File: config.mk
export PLATFORM = sky130hd
export DESIGN_NAME = bat_loader
export DESIGN_NICKNAME = d
export VERILOG_FILES = /design/src/rtl/bat_loader_pkg.sv /design/src/rtl/bat_loader_xsum.sv /design/src/rtl/bat_loader.sv
export SDC_FILE = /design/constraint.sdc
export NUM_CORES = 1
export LEC_CHECK = 0
export CAP_MARGIN = 5
export CORE_ASPECT_RATIO = 0.5
export CORE_MARGIN = 1
export CORE_UTILIZATION = 30
export DETAILED_ROUTE_END_ITERATION = 7
export DONT_BUFFER_PORTS = 1
export GPL_ROUTABILITY_DRIVEN = 0
export GPL_TIMING_DRIVEN = 0
export SYNTH_ARGS = -nofsm -noshare
export SYNTH_HDL_FRONTEND = slang
export SYNTH_SLANG_ARGS = --single-unit
File: constraint.sdc
create_clock -name CLK -period 2.4 [get_ports CLK]
set_clock_uncertainty 0.1 [all_clocks]
set_input_delay 0.36 -clock CLK [delete_from_list [all_inputs] [get_ports CLK]]
set_output_delay 0.36 -clock CLK [all_outputs]
set_load 0.03 [all_outputs]
File: src/rtl/bat_loader_pkg.sv
// ============================================================================
// bat_loader_pkg : shared state encoding and default frame marker
// Rev 1.0
// ============================================================================
`default_nettype none

package bat_loader_pkg;

  localparam logic [7:0] SYNC_BYTE_DEFAULT = 8'hBA;

  typedef enum logic [3:0] {
    ST_IDLE  = 4'd0,
    ST_CNT_H = 4'd1,
    ST_CNT_L = 4'd2,
    ST_DAT_H = 4'd3,
    ST_DAT_L = 4'd4,
    ST_WRITE = 4'd5,
    ST_CHECK = 4'd6,
    ST_DONE  = 4'd7,
    ST_ERR   = 4'd8
  } state_e;

endpackage

`default_nettype wire

File: src/rtl/bat_loader_xsum.sv
// ============================================================================
// bat_loader_xsum : 8-bit running XOR with synchronous clear and enable
// Rev 1.0
// ============================================================================
`default_nettype none

module bat_loader_xsum (
  input  logic       clk_i,
  input  logic       rst_ni,
  input  logic       clr_i,
  input  logic       en_i,
  input  logic [7:0] data_i,
  output logic [7:0] sum_o
);

  logic [7:0] sum_q;

  always_ff @(posedge clk_i or negedge rst_ni) begin
    if (!rst_ni) begin
      sum_q <= 8'h00;
    end else if (clr_i) begin
      sum_q <= 8'h00;
    end else if (en_i) begin
      sum_q <= sum_q ^ data_i;
    end
  end

  assign sum_o = sum_q;

endmodule

`default_nettype wire

File: src/rtl/bat_loader.sv
// ============================================================================
// bat_loader : receives a framed program image over a byte stream and writes
//              it into RAM while holding the CPU; checks a trailing XOR sum.
// Rev 1.0
// ============================================================================
`default_nettype none

module bat_loader
  import bat_loader_pkg::*;
#(
  parameter int         ADDRESS_WIDTH = 16,
  parameter logic [7:0] SYNC_BYTE     = SYNC_BYTE_DEFAULT
) (
  input  logic                     CLK,
  input  logic                     RST,
  input  logic [7:0]               RX_DATA,
  input  logic                     RX_VALID,
  output logic                     RX_READY,
  output logic [ADDRESS_WIDTH-1:0] ADDRESS,
  output logic [15:0]              DATA,
  output logic                     RAM_WE,
  output logic                     CPU_HOLD,
  output logic                     DONE,
  output logic                     ERROR
);

  state_e                   state_q, state_d;
  logic [15:0]              remain_q;
  logic [ADDRESS_WIDTH-1:0] ptr_q;
  logic [ADDRESS_WIDTH-1:0] addr_q;
  logic [15:0]              data_q;
  logic [7:0]               hi_q;
  logic [7:0]               xsum;
  logic                     accept;
  logic                     xsum_clr;
  logic                     xsum_en;

  assign accept   = RX_VALID & RX_READY;
  assign xsum_clr = accept && (state_q == ST_IDLE) && (RX_DATA == SYNC_BYTE);
  assign xsum_en  = accept && ((state_q == ST_CNT_H) || (state_q == ST_CNT_L) ||
                               (state_q == ST_DAT_H) || (state_q == ST_DAT_L));

  bat_loader_xsum u_xsum (
    .clk_i  (CLK),
    .rst_ni (RST),
    .clr_i  (xsum_clr),
    .en_i   (xsum_en),
    .data_i (RX_DATA),
    .sum_o  (xsum)
  );

  always_ff @(posedge CLK or negedge RST) begin
    if (!RST) begin
      state_q <= ST_IDLE;
    end else begin
      state_q <= state_d;
    end
  end

  always_comb begin
    state_d = state_q;
    unique case (state_q)
      ST_IDLE:  if (xsum_clr) state_d = ST_CNT_H;
      ST_CNT_H: if (accept) state_d = ST_CNT_L;
      ST_CNT_L: if (accept) state_d = ({remain_q[15:8], RX_DATA} == 16'd0) ? ST_CHECK : ST_DAT_H;
      ST_DAT_H: if (accept) state_d = ST_DAT_L;
      ST_DAT_L: if (accept) state_d = ST_WRITE;
      // remain_q still holds the pre-decrement count during WRITE
      ST_WRITE: state_d = (remain_q == 16'd1) ? ST_CHECK : ST_DAT_H;
      ST_CHECK: if (accept) state_d = (RX_DATA == xsum) ? ST_DONE : ST_ERR;
      ST_DONE:  state_d = ST_DONE;
      ST_ERR:   state_d = ST_ERR;
      default:  state_d = ST_IDLE;
    endcase
  end

  always_comb begin
    RX_READY = 1'b0;
    RAM_WE   = 1'b0;
    CPU_HOLD = 1'b1;
    DONE     = 1'b0;
    ERROR    = 1'b0;
    unique case (state_q)
      ST_IDLE, ST_CNT_H, ST_CNT_L, ST_DAT_H, ST_DAT_L, ST_CHECK: RX_READY = 1'b1;
      ST_WRITE: RAM_WE = 1'b1;
      ST_DONE: begin
        CPU_HOLD = 1'b0;
        DONE     = 1'b1;
      end
      ST_ERR:  ERROR = 1'b1;
      default: RX_READY = 1'b0;
    endcase
  end

  // The output address/data registers load as the LO byte is taken, so they
  // are valid during WRITE and then hold the last written word.
  always_ff @(posedge CLK or negedge RST) begin
    if (!RST) begin
      remain_q <= 16'd0;
      ptr_q    <= '0;
      addr_q   <= '0;
      data_q   <= 16'd0;
      hi_q     <= 8'd0;
    end else begin
      if (xsum_clr) begin
        remain_q <= 16'd0;
        ptr_q    <= '0;
      end
      if (accept && (state_q == ST_CNT_H)) remain_q[15:8] <= RX_DATA;
      if (accept && (state_q == ST_CNT_L)) remain_q[7:0]  <= RX_DATA;
      if (accept && (state_q == ST_DAT_H)) hi_q <= RX_DATA;
      if (accept && (state_q == ST_DAT_L)) begin
        addr_q <= ptr_q;
        data_q <= {hi_q, RX_DATA};
      end
      if (state_q == ST_WRITE) begin
        ptr_q    <= ptr_q + 1'b1;
        remain_q <= remain_q - 16'd1;
      end
    end
  end

  assign ADDRESS = addr_q;
  assign DATA    = data_q;

endmodule

`default_nettype wire
[Word-level counts from Yosys, hierarchy flattened]
Index checks and enable logic that the tools add are counted.
Word-level totals
  register bits after elaboration: 84
  logic and storage cells: 69
Cells by class
  add/subtract/negate cells: 2
  eq/ne operators: 17
  muxes and demuxes: 22
  bitwise operators: 2
  reduce and logical (&&, ||, !) cells: 18
Operators by type and width (count)
  $mux 16: 3
  $pmux 4 s9: 1
  $mux 8: 4
  $mux 4: 7
  $add 16x1->16 const B: 1
  $eq 16x1->1 const B: 1
  $eq 4x3->1 const B: 4
  $logic_not 16->1: 1
  $sub 16x1->16 const B: 1
  $ne 2x2->1 const B: 5
  $eq 4x2->1 const B: 2
  $eq 8x8->1: 1
  $eq 8x8->1 const B: 1
  $xor 8x8->8: 1
  $logic_and 1x1->1: 7
  $mux 3: 2
  $reduce_and 6->1: 1
  $reduce_bool 3->1: 2
  $reduce_or 6->1: 1
  $mux 1: 5
  $eq 4x1->1 const B: 1
  $eq 4x4->1 const B: 1
  $logic_not 4->1: 1
  $reduce_bool 2->1: 2
  3 further kinds: 5

[Depth between registers and ports, before layout]
Gate-level depths: netlist (run 1).
  word-level depth: 9
  mapped depth: 8

[Cells and area by module]
A second synthesis (run 1) with hierarchy kept.
Second synthesis, totals
  cells, all modules: 398
  area, all modules: 4256.6 µm²
Modules (own cells, without submodules)
  bat_loader: instances 1, cells each 363, area each 3849.9 µm², sequential area each 1901.8 µm²
  bat_loader_xsum: instances 1, cells each 35, area each 406.6 µm², sequential area each 200.2 µm²

[Worst setup path before layout (run 1)]
OpenSTA, ideal clock, no wires.
  kind: reg2reg
  from: register state_q[3]
  to: register u_xsum.sum_q[3] (netlist: u_xsum.sum_o[3])
  library setup time: 132 ps
  arrival time: 2090 ps
  required time: 2168 ps
  path slack: 78 ps
  cell stages (with the launch flop): 9
  buffers on the path: 3
  clock period less this slack: 2322 ps
  cells stage by stage: dfrtp_1 buf_6 or4_4 or4_1 clkbuf_2 and2_4 buf_6 o21ai_1 o21ai_1
Between the ends
  word-level cells in the longest chain between the ends: 7
Ends and longest elaborated chain
  start: declaration: line bat_loader.sv:27  | state_e state_q, state_d;
  start signal: assignment: line bat_loader.sv:56  | state_q <= state_d;
  $eq 4x3->1 (tied with other cells): line bat_loader.sv:41, bat_loader.sv:83
  $reduce_or 6->1: line bat_loader.sv:83  | unique case (state_q)
  $mux 1: line bat_loader.sv:83
  $and 1x1->1: line bat_loader.sv:38  | assign accept = RX_VALID & RX_READY;
  $logic_and 1x1->1 (2 in a row): line bat_loader.sv:39  | assign xsum_clr = accept && (state_q == ST_IDLE) && (RX_DATA == SYNC_BYTE);
  $mux 8 / $reduce_bool 2->1 (equally long branches)
  end signal: assignment: line bat_loader_xsum.sv:24  | sum_q <= sum_q ^ data_i;
  end: declaration: line bat_loader_xsum.sv:16  | logic [7:0] sum_q;
Parallel ways exist; a longest one is shown, timed or not.
A chain may end at the register's enable or synchronous reset.

[Worst setup path after layout (run 1)]
  from: register state_q[3]
  to: register u_xsum.sum_q[5] (netlist: u_xsum.sum_o[5])
The elaborated chain is that of the path after synthesis.

==> results of run 1 <==
## power groups by stage
stage	Clock [mW]	Combinational, mW	Sequential (mW)
final	1.33	1.80	3.12
after global routing	1.42	2.02	3.23
after CTS	1.36	1.76	3.11
after detailed placement	0	1.69	3.14
after global placement	0	1.65	3.13
after floorplan	0	1.40	2.96
## layer usage
layer / global-route usage, % / routed length (µm) / vias up
met5: 0 / 0 / -
li1: - / - / 1547
met2: 23.3 / 4550 / 83
met1: 20.5 / 5030 / 1648
met3: 4.25 / 534 / 16
met4: 4.67 / 144 / 0
## cells in the mapped netlist (7+ instances only)
master / instances
nand3_1: 9
nand2b_1: 14
nor3_1: 11
nand4_1: 10
clkbuf_1: 24
a21oi_1: 12
nand2_1: 28
mux2_2: 39
o21ai_0: 31
nor4_1: 7
nor2_1: 36
xor2_1: 9
o21ai_1: 15
dfrtp_1: 84
## cells in the final DEF (no fill, tap or decap), types with 11 or more instances in the layout
| cell | Yosys | final |
|---|---|---|
| clkbuf_1 | 24 | 19 |
| o21ai_1 | 15 | 13 |
| dfrtp_1 | 84 | 82 |
| a21oi_1 | 12 | 11 |
| nand2_1 | 28 | 28 |
| nand2b_1 | 14 | 14 |
| mux2_2 | 39 | 39 |
| nor2_1 | 36 | 34 |
| o21ai_0 | 31 | 31 |
## area by class of cell
cell class              count  share of cell area (%)
inverters                   6                   0.460
clock inverters             6                   0.946
well taps                 192                    4.91
repair buffers             10                    1.61
clock buffers              10                    4.88
multi-input cells         296                    41.2
plain buffers              27                    2.96
flip-flops and latches     84                    43.0
## how the worst min path moves through the flow
stage / startpoint / to / slack [ns] / cells past startpoint
after CTS: RST / remain_q[14] / -0.39 / 0
after detailed placement: RST / remain_q[9] / -0.03 / 0
final: RST / remain_q[8] / -0.38 / 0
after global routing: RST / remain_q[2] / -0.40 / 0
after global placement: RST / remain_q[10] / -0.03 / 0
after floorplan: RST / ADDRESS[0] / -0.04 / 0
## cells by family (layout without fill, tap and decap cells)
logic type	Yosys count	in the layout	synth area share, %
DFF	84	84	50.0
adders and majority gates	3	3	0.893
muxes	40	40	10.7
and+or+nand+nor	147	147	18.6
buffers and inverters	34	59	3.42
xor gates and xnor gates	12	12	2.50
AOI/OAI and AO/OA	94	94	13.9
## repair_timing
action | 4_1_cts | 5_1_grt
resized for setup | 13 | 20
setup endpoints to repair | 32 | 39
hold endpoints to repair | 84 | 84
pin swaps | 0 | 4
buffers inserted | 6 | 4
## flip-flops by register name (all words and copies together), names as in the netlist
| register | cells |
|---|---|
| DATA | 16 |
| state_q | 4 |
| ADDRESS | 16 |
| ptr_q | 16 |
| remain_q | 16 |
| u_xsum.sum_o | 8 |
| hi_q | 8 |
## through the flow
| stage | cells | TNS [ns] | area (µm²) | util [%] | hold slack (ns) |
|---|---|---|---|---|---|
| finish | 631 | 0 | 4900 | 35.9 | -0.383 |
| floorplan | 414 | 0 | 4200 | - | -0.0356 |
| CTS | 627 | -0.0402 | 4820 | 35.4 | -0.394 |
| detailed placement | 606 | -6.72 | 4450 | 32.6 | -0.0300 |
| global placement | 606 | -6.73 | 4440 | 32.6 | -0.0309 |
| global route | 631 | -0.00590 | 4900 | 35.9 | -0.402 |
==> impl_metrics.toml, run 1 <==
[outcome]
run_status = "complete, but fails checks"
failed_checks = "negative hold slack"

[synthesis]
synth-seq-cells = 84
synthArstFlopShare_pct = 100
yosys.area.top_type = "dfrtp_1"
synth.cell_area_um2 = 4200
ys_types = 53
synth_top_area_share_pct = 50.0
syn-num-nets = 428
syn_area_per_cell_um2 = 10.1
synth-edff-count = 0
ys_warn_count = 0
synth_cells = 414
ys_seq_area_share_pct = 50.0
synth_flop_cell = "dfrtp_1"
synth_area_leaders = "dfrtp_1 (50%), mux2_2 (10%), o21ai_0 (3.7%)"

[die]
initial_core_util_pct = 30.8
coreArea_um2 = 13600
die-area_um2 = 14500
row_count = 30
pin_count = 48
chipWidth_um = 169
die-height_um = 85.7

[power]
intPower_mw = 3.64
power_mw = 6.25
power_frac_comb_pct = 28.8
p_leak_nw = 2.01
p_clk_share_pct = 21.3
seqPwrFrac_pct = 49.9
switching_power_mw = 2.61
ir_drop_mv = 0.382
p_per_area_nw_per_um2 = 1280
swShare_pct = 41.8

[timing]
finalWorstSetupSlack_ns = 0.0691
slew_violations = 0
hold_ws_ns = -0.383
period_share_pct = 97.1
relSlewSlack_pct = 58.3
min_period_ns = 2.33
finalHoldViolCount = 84
tightest_slew_ns = 0.625
final-setup-viol-count = 0
fmax_mhz = 429
rsz0062_at_grt = "true"

[route]
drcViolationCount = 0
firstDrtPassIters = 4
vias = 3294
drt_iter0_markers = 263
vias_per_cell = 5.22
post_drt_wl_per_cell_um = 16.3
drt_wl_total_um = 10300
ant_nets = 0

[worst_setup_path]
cp.depth = 7
cp_cell_sequence = "buf_6, or4_4, or4_4, clkbuf_16, and2_4, o21ai_1, o21ai_1"
rr_endpoint = "u_xsum.sum_o[5]"
critical_path_class = "flip-flop to flip-flop"
critPathTopFamily = "simple AND/OR/NAND/NOR gates"
cp_num_buf_inv = 2
crit_arrival_ns = 2.45
end_kind = "flip-flop"
required_ns = 2.52
r2r-start = "state_q[3]"
crit_slowest_cell = "or4_4"
cp-start-kind = "flip-flop"
reg2reg_depth = 7
cp-startpoint = "state_q[3]"
critPathMaxStageDelay_ns = 0.52
critPathCapture = "u_xsum.sum_o[5]"
r2r_slack_ns = 0.07
cp_max_fo = 8

[final_layout]
area_growth_pct = 16.5
seq_area_um2 = 2100
n_antenna_cell = 0
nFillCells = 1350
fin_nets = 448
multi_input_area_um2 = 2020
drive_gt1_share_pct = 21.9

[clock_tree]
cts.sinks = 84
cts_max_level = 3
cts-root-buf = "clkbuf_16"
clk_latency_ns = 0.34
path_clk_slew_ns = 0.06
tritoncts = "built"
numCtsBuffers = 9
cts.path.max_buffers = 2

[global_route]
grt_max_degree = 85
grt_pass1_wl_um = 17000
grt_pass1_vias = 3143
antenna_found_initial = 0
grt_usage_pct = 15.1
overflow = 0

[worst_hold_path]
holdCritPathClass = "input pin to asynchronous set/reset pin"

[run]
drv_cap = 0

[placed_design]
post-dp-hpwl_um = 6900
port-buffer-count = 0
pre_cts_slack_ns = -0.479
No activity file was read; power rests on OpenSTA's default activity.
==> run 2, diff against run 1 <==
--- a/config.mk
+++ b/config.mk
@@ -5,6 +5,7 @@
 export SDC_FILE = /design/constraint.sdc
 export NUM_CORES = 1
 export LEC_CHECK = 0
+export ABC_AREA = 1
 export CAP_MARGIN = 5
 export CORE_ASPECT_RATIO = 0.5
 export CORE_MARGIN = 1
==> run 2 against run 1 <==
  * The flow still finishes with violations (negative hold slack)
  * Area after synthesis is 2.8% higher
  * Design area is 0.74% lower
  * Worst hold slack worse by 0.0020 ns
  * First-iteration DRC count is 1.9% lower
  * Sequential power is 54% lower
  * Synthesized cell count is 28% higher
==> impl_metrics.toml, run 2 <==
[timing]
period_share_pct = 93.1
tns_ns = 0
finalWorstSetupSlack_ns = 0.166
min_period_ns = 2.23
rsz0062_at_grt = "false"
finalHoldViolCount = 84
hold_ws_ns = -0.385
slew_violations = 0
tightest_slew_ns = 0.598
fmax_mhz = 448
final-setup-viol-count = 0
relSlewSlack_pct = 60.0

[synthesis]
syn_area_per_cell_um2 = 8.18
synth_area_leaders = "dfrtp_1 (49%), nand2_1 (12%), nand3_1 (5.3%)"
ys_warn_count = 0
ys_seq_area_share_pct = 48.7
syn-num-nets = 542
synth_flop_cell = "dfrtp_1"
synth_most_common_cell = "nand2_1"
synth-seq-cells = 84
ys_types = 31
synthArstFlopShare_pct = 100
synth-edff-count = 0
yosys.area.top_type = "dfrtp_1"
synth.cell_area_um2 = 4320
synth_cells = 528
synth_top_area_share_pct = 48.7
synthTopCellsByCount = "nand2_1 (140), dfrtp_1 (84), inv_1 (55)"

[worst_setup_path]
cp-start-kind = "flip-flop"
timing.critical_path.mode_cell = "inv_2"
required_ns = 1.94
critical_path_class = "flip-flop to output port"
cp_cell_sequence = "buf_6, nand2_1, inv_2, nand3_2, inv_2, clkbuf_4"
critPathMaxStageDelay_ns = 0.35
r2r_slack_ns = 0.52
cp_max_fo = 10
end_kind = "output port"
cp_num_buf_inv = 4
critPathTopFamily = "buffers and inverters"
crit_arrival_ns = 1.77
crit_slowest_cell = "clkbuf_4"

[clock_tree]
cts.sinks = 84
numCtsBuffers = 9
clk_latency_ns = 0.34
tritoncts = "built"
cts-root-buf = "clkbuf_16"
path_clk_slew_ns = 0.06
cts.path.max_buffers = 2
cts_max_level = 3

[final_layout]
final_cell_mix = "nand2_1 (140), dfrtp_1 (84), inv_1 (55)"
area_growth_pct = 12.5
n_antenna_cell = 0
layout_commonest_cell = "nand2_1"
fin_nets = 553
design_area_um2 = 4860
nFillCells = 1466
drive_gt1_share_pct = 11.0

[die]
coreArea_um2 = 13800
die-area_um2 = 14900
row_count = 30
die-height_um = 86.8
pin_count = 48
initial_core_util_pct = 31.3
chipWidth_um = 172

[placed_design]
place_area_um2 = 4560
port-buffer-count = 0
pre_cts_slack_ns = 0.239
post-dp-hpwl_um = 7490

[global_route]
overflow = 0
grt_usage_pct = 15.6
grt_pass1_vias = 3433
grt_max_degree = 85
grt_pass1_wl_um = 18000
antenna_found_initial = 0

[power]
p_per_area_nw_per_um2 = 583
ir_drop_mv = 0.358
p_leak_nw = 2.37

[outcome]
run_status = "complete, but fails checks"
failed_checks = "negative hold slack"

[route]
post_drt_wl_per_cell_um = 14.3
drt_wl_total_um = 10500
drt_iter0_markers = 258
ant_nets = 0
vias = 3496
firstDrtPassIters = 4
drcViolationCount = 0
vias_per_cell = 4.75

[run]
drv_cap = 0

[worst_hold_path]
holdCritPathClass = "input pin to asynchronous set/reset pin"
## run 2: final cells by class
cell class	count	area (µm²)	share of cell area (%)
tap	192	240	4.94
buffer	14	113	2.32
sequential	84	2100	43.3
clock buffer	13	250	5.15
clock inverter	3	46.3	0.953
inverter	62	233	4.79
multi-input combinational	368	1880	38.6
## run 2: cell families (layout without fill, tap and decap cells)
logic type,Yosys count,after routing,share of synthesized area (%)
AO/OA/AOI/OAI,90,90,11.6
XOR/XNOR,5,5,1.01
adder cells (fa/ha/maj),3,3,0.869
buffers and inverters,76,92,7.94
flip-flops,84,84,48.7
multiplexers,8,8,2.61
AND/OR/NAND/NOR,262,262,27.3
## run 2: power by group
part / internal [mW] / switching, mW
Clock: 0.838 / 0.555
Sequential: 1.42 / 0
Combinational: 0.00717 / 0.0159
Total: 2.26 / 0.570
## run 2: metrics by stage
stage,power [mW],utilization [%],std cells,hold WS [ns]
4_1_cts,2.86,35.2,736,-0.395
5_1_grt,2.92,35.2,736,-0.399
3_3_place_gp,1.46,33.0,720,-0.0316
6_report,2.83,35.2,736,-0.385
2_1_floorplan,1.46,-,528,-0.0356
3_5_place_dp,1.46,33.0,720,-0.0318
## run 2: routing by layer
layer,vias up,routed length [µm],GRT usage (%),part of all wire [%]
li1,1750,-,-,-
met1,1672,5050,20.9,48
met2,64,4780,25.1,45
met3,10,556,3.84,5.3
met4,0,119,4.71,1.1
met5,-,0,0,0
## run 2: final timing paths
| kind | start | to | cells past startpoint |
|---|---|---|---|
| setup / recovery | state_q[0] | RAM_WE | 6 |
| hold / removal | RST | DATA[14] | 0 |
| setup reg to reg | remain_q[0] | remain_q[14] | 9 |
| hold reg to reg | hi_q[6] | hi_q[6] | 2 |
| max in group asynchronous | RST | state_q[3] | 0 |
| min in group CLK | RX_DATA[7] | remain_q[7] | 2 |
## run 2: what timing repair did
| item | 4_1_cts | 5_1_grt |
|---|---|---|
| hold endpoints to repair | 84 | 84 |
| setup buffers | 0 | 0 |
| resized for setup | 1 | 1 |
| endpoints found under the setup margin | 1 | 1 |
## run 2: worst reg2reg max path, stage by stage, from the launching register on
cell	delay (ns)
dfrtp_1	0.40
inv_1	0.13
ha_1	0.23
nand2_1	0.11
nor2_1	0.30
nand2_1	0.17
nor2_1	0.12
nand2_1	0.06
nand3_1	0.08
nand3_1	0.07
